$ cat src/rtl/mii_frame_receiver.sv
// mii_frame_receiver: MII byte stream -> validated payload stream with sof/eof markers and frame statistics.
// Latency: payload byte on rx_data in cycle N appears on out_data in cycle N+2; status pulse two cycles after the last byte.
// Backpressure: none; the MII link cannot be stalled, so the consumer must accept every out_valid beat.
module mii_frame_receiver #(
  parameter int unsigned PREAMBLE_CYCLES = 7,
  parameter int unsigned MIN_DATA_CYCLES = 46,
  parameter int unsigned MAX_DATA_CYCLES = 1500,
  parameter logic [7:0]  PREAMBLE_CODE   = 8'h55,
  parameter logic [7:0]  SFD_CODE        = 8'hD5
) (
  input  logic        clk,
  input  logic        reset,
  input  logic [7:0]  rx_data,
  input  logic        rx_ctrl,
  output logic [7:0]  out_data,
  output logic        out_valid,
  output logic        out_sof,
  output logic        out_eof,
  output logic        frame_ok,
  output logic        frame_err,
  output logic        err_preamble,
  output logic        err_short,
  output logic        err_long,
  output logic [15:0] byte_count,
  output logic [15:0] frame_count,
  output logic [15:0] err_count
);

  // Preamble counter saturates one above the required count, so it needs
  // room for PREAMBLE_CYCLES+1.
  localparam int PW = $clog2(PREAMBLE_CYCLES + 2);

  localparam logic [PW-1:0] PRE_ONE    = PW'(1);
  localparam logic [PW-1:0] PRE_TARGET = PW'(PREAMBLE_CYCLES);
  localparam logic [PW-1:0] PRE_SAT    = PW'(PREAMBLE_CYCLES + 1);
  localparam logic [15:0]   MIN_BC     = 16'(MIN_DATA_CYCLES);
  localparam logic [15:0]   MAX_BC     = 16'(MAX_DATA_CYCLES);

  typedef enum logic [1:0] {
    IDLE,
    PREAMBLE,
    DATA,
    DROP
  } state_t;

  state_t state;
  state_t state_nxt;

  // Preamble tracking and the one-byte payload hold register. Holding one
  // byte back is what lets the last byte carry out_eof in the same cycle
  // the link drops rx_ctrl.
  logic [PW-1:0] pre_cnt;
  logic [PW-1:0] pre_cnt_nxt;
  logic [7:0]    hold_data;
  logic [7:0]    hold_data_nxt;
  logic          hold_vld;
  logic          hold_vld_nxt;
  logic          hold_first;
  logic          hold_first_nxt;
  logic [15:0]   byte_count_nxt;

  // Next values of the registered outputs.
  logic [7:0]    out_data_nxt;
  logic          out_valid_nxt;
  logic          out_sof_nxt;
  logic          out_eof_nxt;
  logic          frame_ok_nxt;
  logic          frame_err_nxt;
  logic          err_preamble_nxt;
  logic          err_short_nxt;
  logic          err_long_nxt;

  // State register.
  always_ff @(posedge clk) begin
    if (!reset) begin
      state <= IDLE;
    end else begin
      state <= state_nxt;
    end
  end

  // Next-state, hold-register and output decode.
  always_comb begin
    state_nxt        = state;
    pre_cnt_nxt      = pre_cnt;
    hold_data_nxt    = hold_data;
    hold_vld_nxt     = hold_vld;
    hold_first_nxt   = hold_first;
    byte_count_nxt   = byte_count;
    out_data_nxt     = out_data;
    out_valid_nxt    = 1'b0;
    out_sof_nxt      = 1'b0;
    out_eof_nxt      = 1'b0;
    frame_ok_nxt     = 1'b0;
    frame_err_nxt    = 1'b0;
    err_preamble_nxt = 1'b0;
    err_short_nxt    = 1'b0;
    err_long_nxt     = 1'b0;

    case (state)
      IDLE: begin
        if (rx_ctrl) begin
          if (rx_data == PREAMBLE_CODE) begin
            state_nxt   = PREAMBLE;
            pre_cnt_nxt = PRE_ONE;
          end else begin
            // Covers a bare SFD and joining a frame already in flight.
            state_nxt        = DROP;
            frame_err_nxt    = 1'b1;
            err_preamble_nxt = 1'b1;
          end
        end
      end

      PREAMBLE: begin
        if (!rx_ctrl) begin
          state_nxt        = IDLE;
          frame_err_nxt    = 1'b1;
          err_preamble_nxt = 1'b1;
        end else if (rx_data == PREAMBLE_CODE) begin
          if (pre_cnt != PRE_SAT) begin
            pre_cnt_nxt = pre_cnt + PRE_ONE;
          end
        end else if ((rx_data == SFD_CODE) && (pre_cnt == PRE_TARGET)) begin
          state_nxt      = DATA;
          byte_count_nxt = '0;
          hold_vld_nxt   = 1'b0;
          hold_first_nxt = 1'b1;
        end else begin
          state_nxt        = DROP;
          frame_err_nxt    = 1'b1;
          err_preamble_nxt = 1'b1;
        end
      end

      DATA: begin
        if (!rx_ctrl) begin
          // End of frame: flush the held byte as the last beat and report.
          state_nxt     = IDLE;
          out_valid_nxt = hold_vld;
          out_sof_nxt   = hold_vld & hold_first;
          out_eof_nxt   = hold_vld;
          if (hold_vld) begin
            out_data_nxt = hold_data;
          end
          hold_vld_nxt = 1'b0;
          if (byte_count >= MIN_BC) begin
            frame_ok_nxt = 1'b1;
          end else begin
            frame_err_nxt = 1'b1;
            err_short_nxt = 1'b1;
          end
        end else if (byte_count == MAX_BC) begin
          // One byte too many: close the stream on the held byte, drop the rest.
          state_nxt     = DROP;
          out_valid_nxt = hold_vld;
          out_sof_nxt   = hold_vld & hold_first;
          out_eof_nxt   = hold_vld;
          if (hold_vld) begin
            out_data_nxt = hold_data;
          end
          hold_vld_nxt  = 1'b0;
          frame_err_nxt = 1'b1;
          err_long_nxt  = 1'b1;
        end else begin
          if (hold_vld) begin
            out_valid_nxt  = 1'b1;
            out_sof_nxt    = hold_first;
            out_data_nxt   = hold_data;
            hold_first_nxt = 1'b0;
          end
          hold_data_nxt  = rx_data;
          hold_vld_nxt   = 1'b1;
          byte_count_nxt = byte_count + 16'd1;
        end
      end

      DROP: begin
        if (!rx_ctrl) begin
          state_nxt = IDLE;
        end
      end

      default: begin
        state_nxt = IDLE;
      end
    endcase
  end

  // Datapath and registered outputs.
  always_ff @(posedge clk) begin
    if (!reset) begin
      pre_cnt      <= '0;
      hold_data    <= '0;
      hold_vld     <= 1'b0;
      hold_first   <= 1'b0;
      byte_count   <= '0;
      out_data     <= '0;
      out_valid    <= 1'b0;
      out_sof      <= 1'b0;
      out_eof      <= 1'b0;
      frame_ok     <= 1'b0;
      frame_err    <= 1'b0;
      err_preamble <= 1'b0;
      err_short    <= 1'b0;
      err_long     <= 1'b0;
    end else begin
      pre_cnt      <= pre_cnt_nxt;
      hold_data    <= hold_data_nxt;
      hold_vld     <= hold_vld_nxt;
      hold_first   <= hold_first_nxt;
      byte_count   <= byte_count_nxt;
      out_data     <= out_data_nxt;
      out_valid    <= out_valid_nxt;
      out_sof      <= out_sof_nxt;
      out_eof      <= out_eof_nxt;
      frame_ok     <= frame_ok_nxt;
      frame_err    <= frame_err_nxt;
      err_preamble <= err_preamble_nxt;
      err_short    <= err_short_nxt;
      err_long     <= err_long_nxt;
    end
  end

  // Good/rejected frame counters, free-running with natural 16-bit wrap.
  always_ff @(posedge clk) begin
    if (!reset) begin
      frame_count <= '0;
      err_count   <= '0;
    end else begin
      if (frame_ok_nxt) begin
        frame_count <= frame_count + 16'd1;
      end
      if (frame_err_nxt) begin
        err_count <= err_count + 16'd1;
      end
    end
  end

endmodule

$ cat config.mk
export PLATFORM = sky130hd
export DESIGN_NAME = mii_frame_receiver
export DESIGN_NICKNAME = d
export VERILOG_FILES = /design/src/rtl/mii_frame_receiver.sv
export SDC_FILE = /design/constraint.sdc
export NUM_CORES = 1
export LEC_CHECK = 0
export CORE_ASPECT_RATIO = 0.5
export CORE_MARGIN = 4
export CORE_UTILIZATION = 45
export CTS_CLUSTER_DIAMETER = 80
export DETAILED_ROUTE_END_ITERATION = 6
export GPL_TIMING_DRIVEN = 0
export HOLD_SLACK_MARGIN = 0.08
export MAX_ROUTING_LAYER = met4
export PLACE_DENSITY = 0.7
export SLEW_MARGIN = 20
export SYNTH_ARGS = -nofsm -noshare
export SYNTH_HDL_FRONTEND = slang
export SYNTH_SLANG_ARGS = --single-unit
$ cat constraint.sdc
create_clock -name clk -period 2.9 [get_ports clk]
set_clock_uncertainty 0.2 [all_clocks]
set_input_delay 0.29 -clock clk [delete_from_list [all_inputs] [get_ports clk]]
set_output_delay 0.29 -clock clk [all_outputs]
set_load 0.01 [all_outputs]
# Yosys cells after proc, flatten, opt, wreduce, memory -nomap -nowiden
# Cells that the tools add are included.
[totals] output_inout_bits=64 word_cells=116 input_bits=11 ff_bits=80
[op_classes] n_mux=55 n_bitwise=4 n_addsub=4 n_eq_ne=21 reduce_logical=14 n_lt_le_gt_ge=1
[op_table] cell="$mux 16" n=5
[op_table] cell="$add 16x1->16 const B" n=3
[op_table] cell="$pmux 16 s2" n=1
[op_table] cell="$mux 1" n=31
[op_table] cell="$ne 2x2->1 const B" n=11
[op_table] cell="$mux 4" n=5
[op_table] cell="$eq 16x11->1 const B" n=1
[op_table] cell="$ge 16x6->1 const B" n=1
[op_table] cell="$mux 2" n=7
[op_table] cell="$reduce_and 6->1" n=2
[op_table] cell="$eq 8x7->1 const B" n=1
[op_table] cell="$eq 8x8->1 const B" n=1
[op_table] cell="$pmux 2 s4" n=1
[op_table] cell="$pmux 4 s2" n=1
[op_table] cell="$reduce_and 4->1" n=2
[op_table] cell="$reduce_and 7->1" n=1
[op_table] cell="$ne 3x3->1 const B" n=2
[op_table] cell="$pmux 1 s2" n=3
[op_table] cell="$reduce_and 3->1" n=2
[op_table] cell="$add 4x1->4 const B" n=1
[op_table] cell="$eq 2x2->1 const B" n=2
[op_table] cell="$eq 4x3->1 const B" n=1
[op_table] cell="$ne 4x4->1 const B" n=1
[op_table] cell="$reduce_and 2->1" n=2
[op_table] cell="other kinds (8)" n=11

# Longest topological paths before layout
[logic_depth] depth_word=6 depth_mapped=8 mapped_depth_nobuf=7

# Worst setup path before layout
# No wires, ideal clock.
[synth_path] kind="register -> register" startpoint="register byte_count[12]" endpoint="register err_count[8]" path_slack_ps=704 arrival_ps=1924 required_ps=2628 period_less_slack_ps=2196 setup_ps=72 path_buffers=0 stages_incl_launch_ff=6 cell_sequence="dfxtp_1 nor4_4 nand4_2 o32a_4 a2111oi_4 mux2i_1"
[synth_between] elab_chain_len=4 word_cells_on_any_way=6 cone_classes="1 x order compare; 1 x eq/ne; 4 x mux"
[synth_lines] item="from (decl)" line="24" source="output logic [15:0] byte_count,"
[synth_lines] item="from (signal assigned)" line="212" source="byte_count <= byte_count_nxt;"
[synth_lines] item="$ge 16x6->1 or $eq 16x11->1 (tied branches)" line="147, 153"
[synth_lines] item="$mux 1, on equally long branches" line="147, 153"
[synth_lines] item="$mux 1 (*)" line="137" source="if (!rx_ctrl) begin"
[synth_lines] item="$pmux 1 s3 (*)" line="100" source="case (state)"
[synth_lines] item="to (signal assigned)" line="235" source="err_count <= err_count + 16'd1;"
[synth_lines] item="to (decl)" line="26" source="output logic [15:0] err_count"
# Mark *: on every way between the ends. The rest lies on a longest branch, timed or not.
# A chain may end at the register's enable or synchronous reset.

# Worst setup path after layout
[layout_path] startpoint="input rx_ctrl" endpoint="register err_count[3]"
[layout_between] elab_chain_len=2 word_cells_on_any_way=4 cone_classes="4 x mux"
[layout_lines] item="from (decl)" line="14" source="input logic rx_ctrl,"
[layout_lines] item="$mux 1, on equally long branches" line="137, 102, 116"
[layout_lines] item="$pmux 1 s3 (*)" line="100"
# Marks and branches as above.

==> run summary <==
most used routing layer - met2
final hold vios - 0
total grt overflow - 0
total wire length - 10100 microns
post-CTS setup buffer count - 0
crit-path max FO - 10
Vias - 3645
Worst path top cell family by delay - buffers and inverters
Pre-antenna DRT Iters - 5
ant diodes - 0
CP peak stage delay - 560 ps
Hold Path Depth - 3
Post-Layout Cell Count - 662
Pwr Total - 2430 uW
Post-synth ARST share - 0%
CTS tree - built
outcome - complete, no violations
clock sinks - 80
Initial DRC Count - 291
ratio of cells with drive above 1 in the final layout - 6.00%
register area - 0.00160 sq mm
Top Ports - 75
Inserted Clock Buffers - 9
clock buffer depth - 2
actual slew at the worst max-slew pin - 673 ps
CP required - 2970 ps
syn_nets - 480
# fillers - 776
die area - 0.0103 sq mm
most common library cells after synthesis - dfxtp_1, nand2_1, a21oi_1, mux2i_1
routed wire length per instance - 15.2 microns
Cell variety after synth - 55
area share of xor/xnor cells in the synthesized design - 0.673%
Startpoint Class - input port
Worst-path clk slew - 60 ps
H-tree Lvls - 3
Clock Latency Late Sink - 340 ps
simple-gate share of the synthesized area - 27.5%
flops & latches, synth - 80
post-route clock period utilization - 93.3%
PortBufs - 73
crit path cell chain - clkdlybuf4s50_1 -> buf_6 -> nor3b_2 -> nand4_1 -> o32a_4 -> buf_2 -> a21oi_1 -> mux2i_1
largest net degree at the start of global routing - 13
count leader, synth - dfxtp_1
f_max - 370 MHz
antenna violations before repair - 0
crit path kind - input port to register
met3 Usage GRT - 5.66%
Critical Path Sink Type - register
GR Util All Layers - 20.0%
WP buf/inv - 3
vias in the first global route - 3307
Critical path origin - rx_ctrl
multiplexer share of the synthesized area - 7.69%
RePlAce Congestion - 0.914
hpwl dp - 7270 microns
Syn Inst Count - 462
Tmin final - 2710 ps
Synth Area per Inst - 8.46 sq um
# DRC - 0
unrepaired setup endpoints after global routing - false
largest family of logic cells by synthesized area - simple AND/OR/NAND/NOR gates
register area share after synthesis - 41.0%
NumNets Final - 564
slowest CP cell - nor3b_2
maximum VDD drop - 0.412 mV
critical path arrival - 2770 ps
Max-slew headroom - 55.0%
Adder-Cell Fraction of Synth Area - 2.24%
total core area - 0.00823 sq mm
Area contributors post-synth - dfxtp_1, mux2i_1, nand2_1
leading area contributor after synthesis - dfxtp_1
setup violators final - 0
Hold WS - 225 ps
max-slew violations - 0
PD cells - 478 mW/mm^2
post-route ant nets - 0
Die H - 73.9 microns
Rows - 23
initial core utilization - 47.5%
Avg Vias per Cell - 5.51
Leak - 0.00174 uW
EDFF count, synth - 0
# resized after CTS - 0
clk root buf - clkbuf_16
worst-case reg-to-reg path depth - 6
global-route wire length before repair - 16100 microns
reg2reg start - byte_count[12]$_SDFFE_PN0P_
post-synthesis instance area - 0.00391 sq mm
setup TNS - 0 ps
chip width - 140 microns
met2 usage in global routing - 29.9%
Synth Area in Compound Gates - 16.9%
multi-input logic area - 0.00215 sq mm
worst hold path class - input port to register
dpl cells - 647
Max Cap Viol - 0
hold_sp - reset
met1 Use GR - 26.3%
hold_buf cts - 0
critical path depth - 8
Synth top area share - 41.0%
Ys Warns - 0
area grow syn2layout - 30.1%
commonest register cell after synthesis - dfxtp_1
-- tightest hold or removal path, cell delays in order --
cell	delay, ps
clkbuf_1	220
nand2b_1	140
mux2i_1	60
-- logic make-up (layout without fill, tap and decap cells) --
family                   Yosys count  in the layout
AO/OA/AOI/OAI                    102            102
XOR/XNOR                           3              3
adder cells (fa/ha/maj)            7              7
buffers and inverters             36            124
flip-flops                        80             80
multiplexers                      30             30
AND/OR/NAND/NOR                  204            204
-- state kept, by name, indices dropped and copies added, names as in the netlist, 2 cells and up --
signal       flops
byte_count      16
err_count       16
frame_count     16
hold_data        8
out_data         8
pre_cnt          4
state            2
-- per-layer routing --
layer,vias up,part of all wire (%),wire length (microns)
li1,1836,-,-
met1,1691,50,4980
met2,99,43,4380
met3,19,5.5,555
met4,0,1.5,148
met5,-,0,0
-- worst paths after layout --
| path | slack, ps | to |
|---|---|---|
| setup / recovery | 190 | err_count[3]$_SDFFE_PN0P_ |
| hold / removal | 230 | err_count[13]$_SDFFE_PN0P_ |
| setup reg to reg | 320 | hold_data[7]$_SDFFE_PN0P_ |
| hold reg to reg | 250 | out_data[4]$_SDFFE_PN0P_ |
-- area by class of cell --
class                   instances  share of cell area (%)
multi-input cells             346                    42.3
well taps                     112                    2.76
inverters                      14                    1.03
repair buffers                 73                    14.4
clock buffers                  12                    5.24
plain buffers                  22                    1.99
clock inverters                 3                   0.788
flip-flops and latches         80                    31.5
-- placed cells by master (no fill, tap or decap), types with 10 or more instances in the layout --
| cell type | instances |
|---|---|
| nand2_1 | 64 |
| nor2_1 | 25 |
| a21oi_1 | 46 |
| dfxtp_1 | 80 |
| nand4_1 | 10 |
| o21ai_0 | 19 |
| clkbuf_1 | 16 |
| clkdlybuf4s50_1 | 73 |
| or3_1 | 14 |
| nand3_1 | 26 |
| nand2b_1 | 26 |
| mux2i_1 | 30 |
| inv_1 | 13 |
-- power breakdown --
part	leakage, uW	switching, uW	internal (uW)	total (uW)
registers	0.000646	9.99	1110	1120
clock network	0.000154	439	729	1170
logic	0.000941	85.9	55.0	141
total	0.00174	535	1900	2430
-- stage by stage --
stage	utilization, %	cell area (sq um)	setup slack [ps]
after floorplan	-	3910	704
after global placement	58.0	4780	-85.9
after detailed placement	58.0	4780	-73.1
after CTS	61.8	5080	263
after global routing	61.8	5080	69.0
final	61.8	5080	194
Note: power is estimated with default switching activity, not from simulation.
